### src/rtl/ps2_pkg.sv
// Shared constants for the PS/2 host transmitter and the receiver that shares its pins.
package ps2_pkg;

  localparam int PS2_BITS = 8;
  localparam int STOP_IDX = 9;

  // Default timing at 25 MHz: 100 us inhibit, 15 ms device-clock timeout.
  localparam int INHIBIT_CYCLES_DEF = 2500;
  localparam int TIMEOUT_CYCLES_DEF = 375000;
  localparam int TW_DEF             = 19;

  localparam logic [2:0] IDLE    = 3'd0;
  localparam logic [2:0] INHIBIT = 3'd1;
  localparam logic [2:0] START   = 3'd2;
  localparam logic [2:0] SHIFT   = 3'd3;
  localparam logic [2:0] ACK     = 3'd4;
  localparam logic [2:0] DONE    = 3'd5;

  function automatic logic odd_parity(input logic [PS2_BITS-1:0] b);
    return ~^b;
  endfunction

endpackage

### src/rtl/ps2_sync.sv
// Two-flop synchroniser for the PS/2 clock and data pins plus a falling-edge
// detector on the synchronised clock. The receiver uses the same block.
module ps2_sync (
  input  logic clock,
  input  logic reset,
  input  logic ps2_clk,
  input  logic ps2_dat,
  output logic dat_s,
  output logic fall
);

  logic clk_meta;
  logic clk_s;
  logic prev_clk_s;
  logic dat_meta;

  // Idle bus is high, so reset to 1 to avoid a false edge after reset.
  always_ff @(posedge clock) begin
    if (reset) begin
      clk_meta   <= 1'b1;
      clk_s      <= 1'b1;
      prev_clk_s <= 1'b1;
      dat_meta   <= 1'b1;
      dat_s      <= 1'b1;
    end else begin
      clk_meta   <= ps2_clk;
      clk_s      <= clk_meta;
      prev_clk_s <= clk_s;
      dat_meta   <= ps2_dat;
      dat_s      <= dat_meta;
    end
  end

  assign fall = prev_clk_s & ~clk_s;

endmodule

### src/rtl/ps2_tx.sv
// PS/2 host-to-device transmitter: request-to-send, 11-bit frame shifted out on
// device clock falls, ACK check and a device-clock timeout.
module ps2_tx
  import ps2_pkg::*;
#(
  parameter int INHIBIT_CYCLES = INHIBIT_CYCLES_DEF,
  parameter int TIMEOUT_CYCLES = TIMEOUT_CYCLES_DEF,
  parameter int TW             = TW_DEF
) (
  input  logic                clock,
  input  logic                reset,
  input  logic [PS2_BITS-1:0] data,
  input  logic                send,
  output logic                busy,
  output logic                done,
  output logic                ack,
  output logic                error,
  input  logic                ps2_clk,
  input  logic                ps2_dat,
  output logic                ps2_clk_oe,
  output logic                ps2_dat_oe,
  output logic [2:0]          dbg_state
);

  // Handshake: send is a one-cycle strobe accepted only when busy=0 and the
  // FSM is idle; busy stays high until the cycle done or error pulses, and any
  // send seen while busy (or in the done cycle) is dropped, never queued.

  localparam logic [TW-1:0] INHIBIT_LAST = TW'(INHIBIT_CYCLES - 1);
  localparam logic [TW-1:0] TIMEOUT_LAST = TW'(TIMEOUT_CYCLES - 1);
  localparam logic [3:0]    PAR_IDX      = 4'(PS2_BITS);
  localparam logic [3:0]    LAST_IDX     = 4'(STOP_IDX);

  logic [2:0]          state;
  logic [TW-1:0]       timer;
  logic [3:0]          bit_cnt;
  logic [PS2_BITS-1:0] shreg;
  logic                par;
  logic                dat_s;
  logic                fall;

  ps2_sync u_sync (
    .clock   (clock),
    .reset   (reset),
    .ps2_clk (ps2_clk),
    .ps2_dat (ps2_dat),
    .dat_s   (dat_s),
    .fall    (fall)
  );

  assign dbg_state = state;

  always_ff @(posedge clock) begin
    if (reset) begin
      state      <= IDLE;
      timer      <= '0;
      bit_cnt    <= '0;
      shreg      <= '0;
      par        <= 1'b0;
      busy       <= 1'b0;
      done       <= 1'b0;
      ack        <= 1'b0;
      error      <= 1'b0;
      ps2_clk_oe <= 1'b0;
      ps2_dat_oe <= 1'b0;
    end else begin
      done  <= 1'b0;
      error <= 1'b0;
      case (state)
        IDLE: begin
          if (send) begin
            shreg      <= data;
            par        <= odd_parity(data);
            busy       <= 1'b1;
            ack        <= 1'b0;
            ps2_clk_oe <= 1'b1;
            timer      <= '0;
            state      <= INHIBIT;
          end
        end
        INHIBIT: begin
          if (timer == INHIBIT_LAST) begin
            ps2_dat_oe <= 1'b1;
            state      <= START;
          end else begin
            timer <= timer + 1'b1;
          end
        end
        START: begin
          ps2_clk_oe <= 1'b0;
          timer      <= '0;
          bit_cnt    <= '0;
          state      <= SHIFT;
        end
        SHIFT: begin
          // A fall on the same cycle as the timeout still advances the frame.
          if (fall) begin
            timer   <= '0;
            bit_cnt <= bit_cnt + 1'b1;
            if (bit_cnt < PAR_IDX) begin
              ps2_dat_oe <= ~shreg[bit_cnt[2:0]];
            end else if (bit_cnt == PAR_IDX) begin
              ps2_dat_oe <= ~par;
            end else if (bit_cnt == LAST_IDX) begin
              ps2_dat_oe <= 1'b0;
              state      <= ACK;
            end
          end else if (timer == TIMEOUT_LAST) begin
            ps2_clk_oe <= 1'b0;
            ps2_dat_oe <= 1'b0;
            busy       <= 1'b0;
            error      <= 1'b1;
            timer      <= '0;
            state      <= IDLE;
          end else begin
            timer <= timer + 1'b1;
          end
        end
        ACK: begin
          if (fall) begin
            ack   <= ~dat_s;
            done  <= 1'b1;
            busy  <= 1'b0;
            timer <= '0;
            state <= DONE;
          end else if (timer == TIMEOUT_LAST) begin
            ps2_clk_oe <= 1'b0;
            ps2_dat_oe <= 1'b0;
            busy       <= 1'b0;
            error      <= 1'b1;
            timer      <= '0;
            state      <= IDLE;
          end else begin
            timer <= timer + 1'b1;
          end
        end
        DONE: begin
          state <= IDLE;
        end
        default: begin
          ps2_clk_oe <= 1'b0;
          ps2_dat_oe <= 1'b0;
          busy       <= 1'b0;
          state      <= IDLE;
        end
      endcase
    end
  end

endmodule

### config.mk
export PLATFORM = sky130hd
export DESIGN_NAME = ps2_tx
export DESIGN_NICKNAME = d
export VERILOG_FILES = /design/src/rtl/ps2_pkg.sv /design/src/rtl/ps2_sync.sv /design/src/rtl/ps2_tx.sv
export SDC_FILE = /design/constraint.sdc
export NUM_CORES = 1
export LEC_CHECK = 0
export ABC_CLOCK_PERIOD_IN_PS = 4900
export BUFFER_PORTS_ARGS = -buffer_cell sky130_fd_sc_hd__buf_4
export CAP_MARGIN = 20
export CORE_MARGIN = 8
export CORE_UTILIZATION = 60
export DETAILED_ROUTE_END_ITERATION = 8
export GPL_TIMING_DRIVEN = 0
export PLACE_DENSITY = 0.8
export SLEW_MARGIN = 20
export SYNTH_ARGS = -nofsm -noshare
export SYNTH_HDL_FRONTEND = slang
export SYNTH_SLANG_ARGS = --single-unit
### constraint.sdc
create_clock -name clock -period 4.9 [get_ports clock]
set_clock_uncertainty 0.05 [all_clocks]
set_input_delay 0.98 -clock clock [delete_from_list [all_inputs] [get_ports clock]]
set_output_delay 0.98 -clock clock [all_outputs]
set_load 0.05 [all_outputs]
==> impl_metrics.tcl <==
set metrics [dict create \
    status "finished, final reports clean" \
    rows 23 \
    power.density_nw_per_um2 302 \
    area_delta_synth_final_pct 14.2 \
    ctsResizeCount 0 \
    maxCapViolations 0 \
    yosys-top-cells-area "dfxtp_1 (36%), nand2_1 (5.4%), nor2_1 (4.8%)" \
    core_um2 4060 \
    antennaDiodeCount 0 \
    ys_warn_count 0 \
    cts_buffers 5 \
    grt_pass1_vias 2236 \
    synth_top_area_share_pct 35.9 \
    leakage_uw 0.00102 \
    fp.dieH_um 81.4 \
    seq_area_um2 921 \
    synthesis.nets 335 \
    routabilityCongestion 0.874 \
    yosysSeqAreaShare_pct 35.9 \
    rsz0062_at_grt "no" \
    grt_first_pass_wirelength_um 10300 \
    max_freq_mhz 436 \
    cts-root-buf "clkbuf_8" \
    stdcell_count 397 \
    initial_core_util_pct 63.2 \
    dp_cells 389 \
    async_flop_share_pct 0 \
    drt-initial-drc-count 231 \
    crit_path_max_fanout 10 \
    cp_data_required_time_ns 5.03 \
    setup_tns_ns 0 \
    grt.total_usage_pct 19.3 \
    routed_wl_um 6110 \
    irDropWorstVdd_mv 0.187 \
    wl_per_cell_um 15.4 \
    post-cts-setup-buffer-count 0 \
    synth.avg_cell_area_um2 8.06 \
    dp_slack_ns 2.46 \
    timing.final.setup_violations 0 \
    port_buffers 21 \
    dp_hpwl_um 4290 \
    num_io_pins 22 \
    gr-total-overflow 0 \
    routed-wl-met2_um 2840 \
    synth_top_area_cell "dfxtp_1" \
    cts.sinks 46 \
    synth_commonest_cells "dfxtp_1 (46), nand2_1 (37), nor2_1 (33)" \
    synth_most_common_cell "dfxtp_1" \
    setup.worst_path.end_class "flip-flop" \
    holdBufCountCts 0 \
    routed_via_density 6.07 \
    vias 2410 \
    die_w_um 81.4 \
    drive_gt1_share_pct 15.6 \
    worst_slack_ns 2.61 \
    cts_buffer_depth 2 \
    finalHoldViolations 0 \
    fillCellCount 338 \
    synth_cells 318 \
    slew_violations 0 \
    max_slew_margin_pct 52.6 \
    finalCritPeriodShare_pct 46.8 \
    crit_arrival_ns 2.42 \
    cts_tree "built" \
    antenna_found_initial 0 \
    ys.flop_type "dfxtp_1" \
    antenna_left 0 \
    multi_input_area_um2 1520 \
    clk_latency_ns 0.30 \
    finalPower_uw 884 \
    worst_pin_slew_ns 0.709 \
    highest_layer "met4" \
    drc 0 \
    die_area_um2 6620 \
    yosysUniqueCellTypes 60 \
    cts.clk_slew.worst_paths_ns 0.08 \
    ys_ff_latch 46 \
    h-tree-depth 2 \
    synth_edf_count 0 \
    final_net_count 363 \
    syn_area_um2 2560 \
    wl_met1_um 2830 \
    final.min_clock_period_ns 2.29 \
    path_class "reg2reg" \
    min_path_type "reg2reg" \
    grt_max_degree 15 \
    firstDrtPassIters 4 \
    start_kind "flip-flop" \
    wl_met3_um 381 \
]
## area by class of cell
cell class,instances,area share (%)
flip-flops and latches,46,31.5
inverters,5,0.641
multi-input cells,245,52.0
clock buffers,6,2.82
clock inverters,2,2.05
well taps,50,2.14
plain buffers,22,3.51
repair buffers,21,5.39
## cell usage in the layout, fill, tap and decap left out, drive strengths merged, types with 3 or more instances in the layout
cell	count
o21ai	15
a31oi	3
xor2	7
ha	4
or3	3
dfxtp	46
or2	5
o21bai	3
nor4	5
xnor2	12
nor2	33
a21oi	23
nand2b	7
nand2	37
nor3	12
a41oi	3
a211oi	5
buf	29
clkbuf	20
nand4	9
inv	5
and4	4
nand3	11
nor2b	7
## flip-flops by register name (all words and copies together) (netlist names), 3 cells and up
register   count
dbg_state      3
shreg          8
bit_cnt        4
timer         19
## logic make-up after synthesis
| kind of cell | share of synthesized area, % |
|---|---|
| adder cells (fa/ha/maj) | 1.95 |
| multiplexers | 2.10 |
| XOR/XNOR | 6.49 |
| AO/OA/AOI/OAI | 19.6 |
| flip-flops | 35.9 |
| AND/OR/NAND/NOR | 29.2 |
| buffers and inverters | 4.73 |
## through the flow
stage / hold WS, ns / instance area (um^2) / util (%)
finish: 0.372 / 2930 / 72.1
global route: 0.397 / 2930 / 72.1
CTS: 0.373 / 2930 / 72.1
detailed placement: 0.350 / 2780 / 68.6
global placement: 0.342 / 2780 / 68.6
floorplan: 0.339 / 2560 / -
## metal layers
layer  up-vias  track usage, %
met3         7            5.30
met1      1123            25.7
li1       1193               -
met2        87            29.2
met4         0            6.25
met5         -               0
## power breakdown
group / leakage (uW) / total (uW) / internal [uW] / switching [uW]
Clock: 0.0000714 / 341 / 217 / 123
Sequential: 0.000374 / 400 / 389 / 11.0
Combinational: 0.000579 / 143 / 51.4 / 92.0
Total: 0.00102 / 884 / 658 / 226
## critical path, stage by stage (launching register included)
cell      delay [ns]
dfxtp_1         0.40
buf_1           0.38
nand3b_2        0.26
nor3_1          0.51
o221ai_1        0.24
nor2_1          0.21
o31ai_1         0.12
## final timing paths
kind | cells past startpoint | startpoint | slack (ns) | end
max | 6 | dbg_state[0]$_SDFFE_PP0P_ | 2.61 | dbg_state[1]$_SDFFE_PP0P_
min | 1 | u_sync.dat_meta$_SDFF_PP1_ | 0.37 | u_sync.dat_s$_SDFF_PP1_
max reg2reg | 6 | dbg_state[0]$_SDFFE_PP0P_ | 2.61 | dbg_state[1]$_SDFFE_PP0P_
min reg2reg | 1 | u_sync.dat_meta$_SDFF_PP1_ | 0.37 | u_sync.dat_s$_SDFF_PP1_
No activity file was read; power rests on OpenSTA's default activity.
